### config.mk
export PLATFORM = sky130hd
export DESIGN_NAME = aximm_window_ctrl_flat
export DESIGN_NICKNAME = d
export VERILOG_FILES = /design/src/rtl/aximm_window_ctrl_if.sv /design/src/rtl/aximm_window_ctrl.sv /design/src/flat_wrapper.sv
export SDC_FILE = /design/constraint.sdc
export NUM_CORES = 1
export LEC_CHECK = 0
export ABC_AREA = 0
export BUFFER_PORTS_ARGS = -buffer_cell sky130_fd_sc_hd__buf_2
export CAP_MARGIN = 20
export CORE_UTILIZATION = 52
export DETAILED_ROUTE_END_ITERATION = 16
export PLACE_DENSITY_LB_ADDON = 0.15
export SLEW_MARGIN = 25
export SYNTH_ARGS = -nofsm -noshare
export SYNTH_HDL_FRONTEND = slang
export SYNTH_SLANG_ARGS = --single-unit
### constraint.sdc
create_clock -name clk -period 3 [get_ports clk]
set_clock_uncertainty 0.1 [all_clocks]
set_input_delay 0.15 -clock clk [delete_from_list [all_inputs] [get_ports clk]]
set_output_delay 0.15 -clock clk [all_outputs]
set_load 0.005 [all_outputs]
### src/rtl/aximm_window_ctrl_if.sv
// AXI4-Lite register-port bundle for the BAR1 window controller (32-bit data, 8-bit address).
// VALID/READY: a transfer happens on a rising edge where both are 1; VALID never waits on READY.
interface aximm_window_ctrl_if;
    logic        awvalid;
    logic        awready;
    logic [7:0]  awaddr;
    logic        wvalid;
    logic        wready;
    logic [31:0] wdata;
    logic        bvalid;
    logic        bready;
    logic [1:0]  bresp;
    logic        arvalid;
    logic        arready;
    logic [7:0]  araddr;
    logic        rvalid;
    logic        rready;
    logic [31:0] rdata;
    logic [1:0]  rresp;

    modport master (
        output awvalid, awaddr, wvalid, wdata, bready, arvalid, araddr, rready,
        input  awready, wready, bvalid, bresp, arready, rvalid, rdata, rresp
    );

    modport slave (
        input  awvalid, awaddr, wvalid, wdata, bready, arvalid, araddr, rready,
        output awready, wready, bvalid, bresp, arready, rvalid, rdata, rresp
    );
endinterface

### src/rtl/aximm_window_ctrl.sv
// BAR1 sliding-window controller: software stages a 64-bit base and commits it; the
// switch waits until every tracked window burst has drained so no burst spans two windows.
module aximm_window_ctrl #(
    parameter int              AW             = 64,
    parameter int              CW             = 8,
    parameter logic [AW-1:0]   DEFAULT_WINDOW = '0,
    parameter int              DRAIN_TIMEOUT  = 65535
) (
    input  logic                 clk,
    input  logic                 reset,
    aximm_window_ctrl_if.slave   s_axi,
    output logic [AW-1:0]        window_addr,
    output logic                 hold,
    input  logic                 mon_aw_hs,
    input  logic                 mon_b_hs,
    input  logic                 mon_ar_hs,
    input  logic                 mon_rlast_hs,
    output logic [1:0]           dbg_state
);
    localparam int TW = $clog2(DRAIN_TIMEOUT + 1);
    localparam logic [1:0] RESP_OKAY   = 2'b00;
    localparam logic [1:0] RESP_SLVERR = 2'b10;

    typedef enum logic [1:0] {IDLE, HOLD, DRAIN, APPLY} state_t;

    state_t         state;
    logic [AW-1:0]  staged, latched, act;
    logic [CW-1:0]  wr_out, rd_out;
    logic [TW-1:0]  tmr;
    logic           err, tmo;

    logic           aw_full, w_full;
    logic [7:0]     wa;
    logic [31:0]    wd;
    logic           bvalid_q, arready_q, rvalid_q;
    logic [1:0]     bresp_q, rresp_q;
    logic [31:0]    rdata_q;

    logic           wr_exec, wr_mapped, ctrl_wr, commit, clr_err, clr_tmo;
    logic           wr_err, rd_err;
    logic [31:0]    rd_data_c;
    logic           rd_ok_c;

    assign s_axi.awready = ~aw_full;
    assign s_axi.wready  = ~w_full;
    assign s_axi.bvalid  = bvalid_q;
    assign s_axi.bresp   = bresp_q;
    assign s_axi.arready = arready_q;
    assign s_axi.rvalid  = rvalid_q;
    assign s_axi.rdata   = rdata_q;
    assign s_axi.rresp   = rresp_q;

    assign window_addr = act;
    assign dbg_state   = state;

    // A write executes once both address and data are captured and no response is pending.
    assign wr_exec   = aw_full & w_full & ~bvalid_q;
    assign wr_mapped = (wa == 8'h00) || (wa == 8'h04) || (wa == 8'h08);
    assign ctrl_wr   = wr_exec & (wa == 8'h08);
    assign commit    = ctrl_wr & wd[0] & (state == IDLE);
    assign clr_err   = ctrl_wr & wd[1];
    assign clr_tmo   = ctrl_wr & wd[2];

    always_comb begin
        wr_err = 1'b0;
        rd_err = 1'b0;
        if (mon_aw_hs && !mon_b_hs && (wr_out == '1)) wr_err = 1'b1;
        if (!mon_aw_hs && mon_b_hs && (wr_out == '0)) wr_err = 1'b1;
        if (mon_ar_hs && !mon_rlast_hs && (rd_out == '1)) rd_err = 1'b1;
        if (!mon_ar_hs && mon_rlast_hs && (rd_out == '0)) rd_err = 1'b1;
    end

    always_comb begin
        rd_data_c = '0;
        rd_ok_c   = 1'b1;
        case (s_axi.araddr)
            8'h00: rd_data_c = staged[31:0];
            8'h04: rd_data_c = staged[63:32];
            8'h08: rd_data_c = {29'b0, tmo, err, state != IDLE};
            8'h0C: rd_data_c = act[31:0];
            8'h10: rd_data_c = act[63:32];
            8'h14: begin
                rd_data_c[16 +: CW] = wr_out;
                rd_data_c[0 +: CW]  = rd_out;
            end
            default: rd_ok_c = 1'b0;
        endcase
    end

    always_ff @(posedge clk) begin
        if (reset) begin
            aw_full   <= 1'b0;
            w_full    <= 1'b0;
            wa        <= '0;
            wd        <= '0;
            bvalid_q  <= 1'b0;
            bresp_q   <= RESP_OKAY;
            arready_q <= 1'b1;
            rvalid_q  <= 1'b0;
            rdata_q   <= '0;
            rresp_q   <= RESP_OKAY;
            staged    <= DEFAULT_WINDOW;
        end else begin
            if (s_axi.awvalid && !aw_full) begin
                aw_full <= 1'b1;
                wa      <= s_axi.awaddr;
            end
            if (s_axi.wvalid && !w_full) begin
                w_full <= 1'b1;
                wd     <= s_axi.wdata;
            end
            if (wr_exec) begin
                bvalid_q <= 1'b1;
                bresp_q  <= wr_mapped ? RESP_OKAY : RESP_SLVERR;
                if (wa == 8'h00) staged[31:0]  <= wd;
                if (wa == 8'h04) staged[63:32] <= wd;
            end
            if (bvalid_q && s_axi.bready) begin
                bvalid_q <= 1'b0;
                aw_full  <= 1'b0;
                w_full   <= 1'b0;
            end
            if (s_axi.arvalid && arready_q) begin
                arready_q <= 1'b0;
                rvalid_q  <= 1'b1;
                rdata_q   <= rd_data_c;
                rresp_q   <= rd_ok_c ? RESP_OKAY : RESP_SLVERR;
            end
            if (rvalid_q && s_axi.rready) begin
                rvalid_q  <= 1'b0;
                arready_q <= 1'b1;
            end
        end
    end

    // Outstanding-burst counters saturate at both ends and flag the violation in ERR.
    always_ff @(posedge clk) begin
        if (reset) begin
            wr_out <= '0;
            rd_out <= '0;
            err    <= 1'b0;
        end else begin
            if (mon_aw_hs && !mon_b_hs && !wr_err) wr_out <= wr_out + 1'b1;
            if (!mon_aw_hs && mon_b_hs && !wr_err) wr_out <= wr_out - 1'b1;
            if (mon_ar_hs && !mon_rlast_hs && !rd_err) rd_out <= rd_out + 1'b1;
            if (!mon_ar_hs && mon_rlast_hs && !rd_err) rd_out <= rd_out - 1'b1;
            if (wr_err || rd_err) err <= 1'b1;
            else if (clr_err)     err <= 1'b0;
        end
    end

    // The new base is driven while leaving DRAIN, so it and the hold release land together.
    always_ff @(posedge clk) begin
        if (reset) begin
            state   <= IDLE;
            hold    <= 1'b0;
            act     <= DEFAULT_WINDOW;
            latched <= DEFAULT_WINDOW;
            tmr     <= '0;
            tmo     <= 1'b0;
        end else begin
            if (clr_tmo) tmo <= 1'b0;
            case (state)
                IDLE: begin
                    if (commit) begin
                        latched <= staged;
                        hold    <= 1'b1;
                        state   <= HOLD;
                    end
                end
                HOLD: begin
                    tmr   <= '0;
                    state <= DRAIN;
                end
                DRAIN: begin
                    if ((wr_out == '0) && (rd_out == '0)) begin
                        act   <= latched;
                        hold  <= 1'b0;
                        state <= APPLY;
                    end else if (tmr == TW'(DRAIN_TIMEOUT - 1)) begin
                        tmo   <= 1'b1;
                        hold  <= 1'b0;
                        state <= IDLE;
                    end else begin
                        tmr <= tmr + 1'b1;
                    end
                end
                APPLY: state <= IDLE;
                default: state <= IDLE;
            endcase
        end
    end
endmodule

### src/flat_wrapper.sv
// flat-port wrapper written by rule: the top's interface ports become plain ports
module aximm_window_ctrl_flat 
#(
    parameter int              AW             = 64,
    parameter int              CW             = 8,
    parameter logic [AW-1:0]   DEFAULT_WINDOW = '0,
    parameter int              DRAIN_TIMEOUT  = 65535
)
  (clk, reset, window_addr, hold, mon_aw_hs, mon_b_hs, mon_ar_hs, mon_rlast_hs, dbg_state, s_axi_awvalid, s_axi_awaddr, s_axi_wvalid, s_axi_wdata, s_axi_bready, s_axi_arvalid, s_axi_araddr, s_axi_rready, s_axi_awready, s_axi_wready, s_axi_bvalid, s_axi_bresp, s_axi_arready, s_axi_rvalid, s_axi_rdata, s_axi_rresp);
  aximm_window_ctrl_if s_axi_i ();
  input  logic clk;
  input  logic reset;
  output logic [AW-1:0] window_addr;
  output logic hold;
  input  logic mon_aw_hs;
  input  logic mon_b_hs;
  input  logic mon_ar_hs;
  input  logic mon_rlast_hs;
  output logic [1:0] dbg_state;
  input wire logic [$bits(s_axi_i.awvalid)-1:0] s_axi_awvalid;
  input wire logic [$bits(s_axi_i.awaddr)-1:0] s_axi_awaddr;
  input wire logic [$bits(s_axi_i.wvalid)-1:0] s_axi_wvalid;
  input wire logic [$bits(s_axi_i.wdata)-1:0] s_axi_wdata;
  input wire logic [$bits(s_axi_i.bready)-1:0] s_axi_bready;
  input wire logic [$bits(s_axi_i.arvalid)-1:0] s_axi_arvalid;
  input wire logic [$bits(s_axi_i.araddr)-1:0] s_axi_araddr;
  input wire logic [$bits(s_axi_i.rready)-1:0] s_axi_rready;
  output wire logic [$bits(s_axi_i.awready)-1:0] s_axi_awready;
  output wire logic [$bits(s_axi_i.wready)-1:0] s_axi_wready;
  output wire logic [$bits(s_axi_i.bvalid)-1:0] s_axi_bvalid;
  output wire logic [$bits(s_axi_i.bresp)-1:0] s_axi_bresp;
  output wire logic [$bits(s_axi_i.arready)-1:0] s_axi_arready;
  output wire logic [$bits(s_axi_i.rvalid)-1:0] s_axi_rvalid;
  output wire logic [$bits(s_axi_i.rdata)-1:0] s_axi_rdata;
  output wire logic [$bits(s_axi_i.rresp)-1:0] s_axi_rresp;
  assign s_axi_i.awvalid = s_axi_awvalid;
  assign s_axi_i.awaddr = s_axi_awaddr;
  assign s_axi_i.wvalid = s_axi_wvalid;
  assign s_axi_i.wdata = s_axi_wdata;
  assign s_axi_i.bready = s_axi_bready;
  assign s_axi_i.arvalid = s_axi_arvalid;
  assign s_axi_i.araddr = s_axi_araddr;
  assign s_axi_i.rready = s_axi_rready;
  assign s_axi_awready = s_axi_i.awready;
  assign s_axi_wready = s_axi_i.wready;
  assign s_axi_bvalid = s_axi_i.bvalid;
  assign s_axi_bresp = s_axi_i.bresp;
  assign s_axi_arready = s_axi_i.arready;
  assign s_axi_rvalid = s_axi_i.rvalid;
  assign s_axi_rdata = s_axi_i.rdata;
  assign s_axi_rresp = s_axi_i.rresp;
  aximm_window_ctrl #(.AW(AW), .CW(CW), .DEFAULT_WINDOW(DEFAULT_WINDOW), .DRAIN_TIMEOUT(DRAIN_TIMEOUT)) u_core (.clk(clk), .reset(reset), .s_axi(s_axi_i), .window_addr(window_addr), .hold(hold), .mon_aw_hs(mon_aw_hs), .mon_b_hs(mon_b_hs), .mon_ar_hs(mon_ar_hs), .mon_rlast_hs(mon_rlast_hs), .dbg_state(dbg_state));
endmodule
Word level (Yosys, flattened, before mapping) --
Index checks and enable logic that the tools add are counted.
Word-level totals: logic and storage cells 135, ROM bits 0, bits in writable memories 0, output and inout port bits 108, register bits 310, bits in latches 0, memories 0, input bits 59
Cells by class: shifts and indexed selects 0, multiplexer cells 32, add/subtract/negate cells 5, reduce and logical (&&, ||, !) cells 50, equality and inequality tests 17, bitwise gates (word level) 10, div/mod/pow operators 0, multiply operators 0, order comparisons 0
Operators with widths (number):
- $pmux W8 S4 | 2
- $pmux W8 S6 | 1
- $pmux W8 S5 | 1
- $logic_not A8 Y1 | 4
- $mux W16 | 2
- $mux W8 | 4
- $pmux W16 S2 | 1
- $eq A8 B4 Y1 const B | 3
- $logic_and A1 B1 Y1 | 18
- $add A16 B1 Y16 const B | 1
- $add A8 B1 Y8 const B | 2
- $eq A16 B16 Y1 const B | 1
- $eq A8 B3 Y1 const B | 2
- $eq A8 B5 Y1 const B | 2
- $eq A8 B8 Y1 const B | 2
- $sub A8 B1 Y8 const B | 2
- $mux W1 | 14
- $reduce_bool A2 Y1 | 6
- $mux W2 | 5
- $reduce_and A2 Y1 | 5
- $logic_not A1 Y1 | 8
- $pmux W2 S4 | 1
- $and A1 B1 Y1 | 7
- $reduce_and A3 Y1 | 2
- other kinds (11) | 18

Depth between registers and ports, before layout --
word-level depth 9, depth in mapped cells 9, mapped depth without buffers 8

Least setup slack after synthesis --
No wires, ideal clock.
path type reg-to-reg, start point register u_core.rd_out[0], end point register u_core.rd_out[6], library setup time 121 ps, required time 2779 ps, cell stages (with the launch flop) 9, period minus slack after synthesis 2884 ps, data arrival time 2663 ps, buffers on the path 1, setup slack 116 ps, path through dfxtp_1 or4_1 clkbuf_1 o21ai_1 xnor2_1 ha_1 or4_1 a21oi_1 mux2_2
On the way: word-level cells in the longest chain between the ends 7, elaborated cells between the ends (all ways) 14, those cells by class add/sub: 2; eq/ne: 1; mux: 4; reduce/logical: 7
RTL lines:
- start, declared | RTL line aximm_window_ctrl.sv:28 | logic [CW-1:0] wr_out, rd_out;
- start signal, assigned | RTL line aximm_window_ctrl.sv:145 | if (mon_ar_hs && !mon_rlast_hs && !rd_err) rd_out <= rd_out + 1'b1;
- start signal, assigned | RTL line aximm_window_ctrl.sv:146 | if (!mon_ar_hs && mon_rlast_hs && !rd_err) rd_out <= rd_out - 1'b1;
- parallel branches: the longest is 7 deep, another holds $add A8 B1 Y8
Several ways; the timed one is not identified. The select of a mux whose other input is x is not followed. A chain may end at the register's enable or synchronous reset.

Worst setup path after layout --
Ends and elaborated chain as after synthesis.

==> impl_summary.log <==
INFO  metric start_point_of_the_critical_path = u_core.rd_out[0]$_SDFFE_PP0P_
INFO  metric avgRoutedWirePerCell = 17.72 um
INFO  metric synth_area = 0.01283 mm^2
INFO  metric hold_ws = 0.005877 ns
INFO  metric achievable_freq = 0.3538 GHz
INFO  metric max-slew-margin-rel = 42.48%
INFO  metric postSynth.asyncResetShare = 0%
INFO  metric h-tree-depth = 2
INFO  metric rr_startpoint = u_core.rd_out[0]$_SDFFE_PP0P_
INFO  metric avgViaCountPerCell = 5.641
INFO  metric worstMarginPinSlew = 0.8611 ns
INFO  metric cts_repair_resize_count = 0
INFO  metric antenna-diode-count = 0
INFO  metric tritoncts.num_buffers = 34
INFO  metric io-pin-count = 167
INFO  metric fp.dieH = 159.1 um
INFO  metric grt_first_pass_wirelength = 58270 um
INFO  metric nNetsFinal = 1773
INFO  metric clock-sinks = 308
INFO  metric detail-route-antenna-nets = 0
INFO  metric routabilityCongestion = 0.8502
INFO  metric grt_pass1_vias = 10590
INFO  metric grt_antenna_before_repair = 0
INFO  metric port_buffers = 164
INFO  metric cts_tree = yes
INFO  metric p_leak = 5.711 nW
INFO  metric crit_top_cell = sky130_fd_sc_hd__or4_1
INFO  metric cp_max_fo = 6
INFO  metric num_rows = 57
INFO  metric crit_chain = or4_1 > o21ai_1 > xnor2_1 > ha_1 > or4_1 > a21oi_1 > mux2_2
INFO  metric track_usage = 28.55%
INFO  metric final_hold_vio_count = 0
INFO  metric clock_path_buffers = 3
INFO  metric fraction_of_layout_instances_using_a_drive_strength_above_1 = 19.51%
INFO  metric core = 0.02425 mm^2
INFO  metric synthesis.instances = 1539
INFO  metric status = complete, no violations
INFO  metric holdCritPathClass = in2reg
INFO  metric timing.final.max_slew_violations = 0
INFO  metric clkLatencyLatePin = 0.51 ns
INFO  metric dieArea = 0.02531 mm^2
INFO  metric postLayoutSetupSlackWorst = 0.1735 ns
INFO  metric synth.ff_latch_count = 308
INFO  metric die-width = 159.1 um
INFO  metric peakVddDrop = 0.4937 mV
INFO  metric setup.worst_path.class = reg2reg
INFO  metric type_of_origin_of_the_critical_path = register
INFO  metric cts_post_setup_buffers_inserted = 0
INFO  metric synth_seq_area_share = 48.05%
INFO  metric synth_to_final_area_change = 20.13%
INFO  metric floorplan.initialDensity = 52.92%
INFO  metric worstPathRequired = 3.30 ns
INFO  metric synth_enable_flop_cells = 0
INFO  metric worst_path_max_delay_cell = sky130_fd_sc_hd__or4_1
INFO  metric post-place-ws = 0.2011 ns
INFO  metric clock_transition_at_the_registers_of_the_reported_paths = 0.06 ns
INFO  metric power_density = 587.7 mW/mm^2
INFO  metric drc = 0
INFO  metric firstDrtPassIters = 5
INFO  metric hpwl = 23570 um
INFO  metric path_delay_family = simple AND/OR/NAND/NOR gates
INFO  metric rsz0062_at_grt = false
INFO  metric capturing_element_type_of_the_critical_path = register
INFO  metric ys.warnings.count = 0
INFO  metric maxCapViolations = 0
INFO  metric min_period_over_period = 94.22%
INFO  metric critical_path_arrival = 3.12 ns
INFO  metric pin_count_of_the_biggest_net_entering_global_routing = 74
INFO  metric fillCellCount = 2161
INFO  metric final.min_clock_period = 2.827 ns
INFO  metric vias = 11570
INFO  metric synth.lib_cells_used.distinct = 66
INFO  metric cts_root_cell = sky130_fd_sc_hd__clkbuf_16
INFO  metric worst-path-buf-inv = 0
INFO  metric worstHoldStart = mon_ar_hs
INFO  metric tns = 0 ns
INFO  metric delay_of_the_slowest_cell_on_the_worst_path = 0.64 ns
INFO  metric finish.utilization = 63.58%
INFO  metric grt.overflow.total = 0
INFO  metric most_common_flop_cell_mapped_by_yosys = sky130_fd_sc_hd__dfxtp_1
INFO  metric syn_area_per_cell = 8.338 um^2
INFO  metric final_wirelength = 36350 um
INFO  metric setup_viol = 0
INFO  metric initialDrtViolationCount = 1065
==> logic make-up after synthesis <==
kind of cell | after synthesis | share of synthesized area, %
xor gates and xnor gates | 4 | 0.2731
AOI/OAI and AO/OA | 392 | 17.96
DFF | 308 | 48.05
other | 1 | 0.02922
buffers and inverters | 129 | 5.080
and+or+nand+nor | 645 | 22.82
muxes | 54 | 5.207
adders and majority gates | 6 | 0.5850
==> cell usage after synthesis, types with 3 or more instances <==
cell	number	share of area, %
sky130_fd_sc_hd__nor4_1	7	0.34
sky130_fd_sc_hd__or4_1	20	1.2
sky130_fd_sc_hd__a21oi_1	255	9.9
sky130_fd_sc_hd__a22oi_1	22	1.3
sky130_fd_sc_hd__o21ai_1	4	0.16
sky130_fd_sc_hd__buf_2	17	0.66
sky130_fd_sc_hd__nand2_1	416	12
sky130_fd_sc_hd__a22o_1	22	1.5
sky130_fd_sc_hd__nand3_1	15	0.59
sky130_fd_sc_hd__nand2_2	55	2.7
sky130_fd_sc_hd__mux2_2	11	0.97
sky130_fd_sc_hd__nor2b_1	11	0.54
sky130_fd_sc_hd__ha_1	6	0.59
sky130_fd_sc_hd__nor3_1	14	0.55
sky130_fd_sc_hd__nor3_2	3	0.23
sky130_fd_sc_hd__or3_1	13	0.63
sky130_fd_sc_hd__nor2_1	42	1.2
sky130_fd_sc_hd__and4_1	4	0.27
sky130_fd_sc_hd__nand2b_1	8	0.39
sky130_fd_sc_hd__o31ai_1	12	0.70
sky130_fd_sc_hd__a21oi_2	5	0.34
sky130_fd_sc_hd__o21a_1	3	0.18
sky130_fd_sc_hd__buf_1	8	0.23
sky130_fd_sc_hd__o21ai_0	31	1.2
sky130_fd_sc_hd__a221oi_1	9	0.61
sky130_fd_sc_hd__dfxtp_1	308	48
sky130_fd_sc_hd__buf_4	11	0.64
sky130_fd_sc_hd__buf_6	14	1.2
sky130_fd_sc_hd__a221o_1	5	0.39
sky130_fd_sc_hd__nand3b_1	3	0.18
sky130_fd_sc_hd__nand4_1	11	0.54
sky130_fd_sc_hd__mux4_2	9	1.6
sky130_fd_sc_hd__and3_1	7	0.34
sky130_fd_sc_hd__inv_1	11	0.32
sky130_fd_sc_hd__and2_1	8	0.39
sky130_fd_sc_hd__clkbuf_1	67	2.0
sky130_fd_sc_hd__mux2i_1	33	2.6
==> worst register-to-register path: stages (launching register included) <==
cell and delay [ns]:
sky130_fd_sc_hd__dfxtp_1 0.36, sky130_fd_sc_hd__or4_1 0.64, sky130_fd_sc_hd__o21ai_1 0.24, sky130_fd_sc_hd__xnor2_1 0.09, sky130_fd_sc_hd__ha_1 0.26, sky130_fd_sc_hd__or4_1 0.53
sky130_fd_sc_hd__a21oi_1 0.15, sky130_fd_sc_hd__mux2_2 0.34
==> power breakdown <==
| part | switching [mW] | internal [mW] |
|---|---|---|
| logic | 0.474 | 0.307 |
| clock network | 1.60 | 2.42 |
| registers | 0.0888 | 4.17 |
==> final cells by class <==
cell class	instances	area [um^2]	area share, %
Clock buffer	54	1030	6.680
Clock inverter	1	30.03	0.1948
Inverter	12	45.04	0.2922
Multi-Input combinational cell	1103	6072	39.39
Sequential cell	308	6166	40.00
Tap cell	324	405.4	2.630
Timing Repair Buffer	249	1668	10.82
==> sequential cells by signal (all words and copies together), names as in the netlist, 2 cells and up <==
| signal | cells |
|---|---|
| u_core.staged | 64 |
| u_core.wa | 8 |
| u_core.s_axi.rdata | 32 |
| u_core.wd | 32 |
| u_core.window_addr | 64 |
| u_core.wr_out | 8 |
| u_core.latched | 64 |
| u_core.rd_out | 8 |
| u_core.dbg_state | 2 |
| u_core.tmr | 16 |
==> placed cells by master (no fill, tap or decap), types with 13 or more instances in the layout <==
cell type                       instances
sky130_fd_sc_hd__a21oi_1              255
sky130_fd_sc_hd__a22o_1                22
sky130_fd_sc_hd__a22oi_1               22
sky130_fd_sc_hd__buf_2                163
sky130_fd_sc_hd__buf_4                 29
sky130_fd_sc_hd__clkbuf_1              13
sky130_fd_sc_hd__clkbuf_16             37
sky130_fd_sc_hd__dfxtp_1              308
sky130_fd_sc_hd__dlygate4sd3_1         50
sky130_fd_sc_hd__mux2i_1               33
sky130_fd_sc_hd__nand2_1              416
sky130_fd_sc_hd__nand2_2               55
sky130_fd_sc_hd__nand3_1               14
sky130_fd_sc_hd__nor2_1                42
sky130_fd_sc_hd__o21ai_0               31
sky130_fd_sc_hd__or4_1                 20
==> worst paths after layout <==
path         cells after the start  slack, ns                            endpoint
min                              4      0.006       u_core.rd_out[7]$_SDFFE_PP0P_
max reg2reg                      7       0.17       u_core.rd_out[6]$_SDFFE_PP0P_
max                              7       0.17       u_core.rd_out[6]$_SDFFE_PP0P_
min reg2reg                      2       0.35  u_core.window_addr[2]$_SDFFE_PP0P_
==> timing repair <==
action	in CTS	in global routing
hold buffers	50	0
setup endpoints to repair	0	0
hold endpoints to repair	48	0
==> through the flow <==
stage | std cells | power [mW] | area, um^2
floorplan | 1540 | 4.784 | 12840
global placement | 1946 | 5.049 | 13860
detailed placement | 1946 | 5.059 | 13860
CTS | 2051 | 9.095 | 15420
global route | 2051 | 9.388 | 15420
finish | 2051 | 9.060 | 15420
==> metal layers <==
layer	GRT usage [%]	vias up	part of all wire [%]
li1	-	5636	-
met1	42.38	5490	47
met2	42.80	392	44
met3	4.402	52	6.9
met4	7.998	0	2.0
met5	0	-	0
Power figures use the tool's default switching activity.
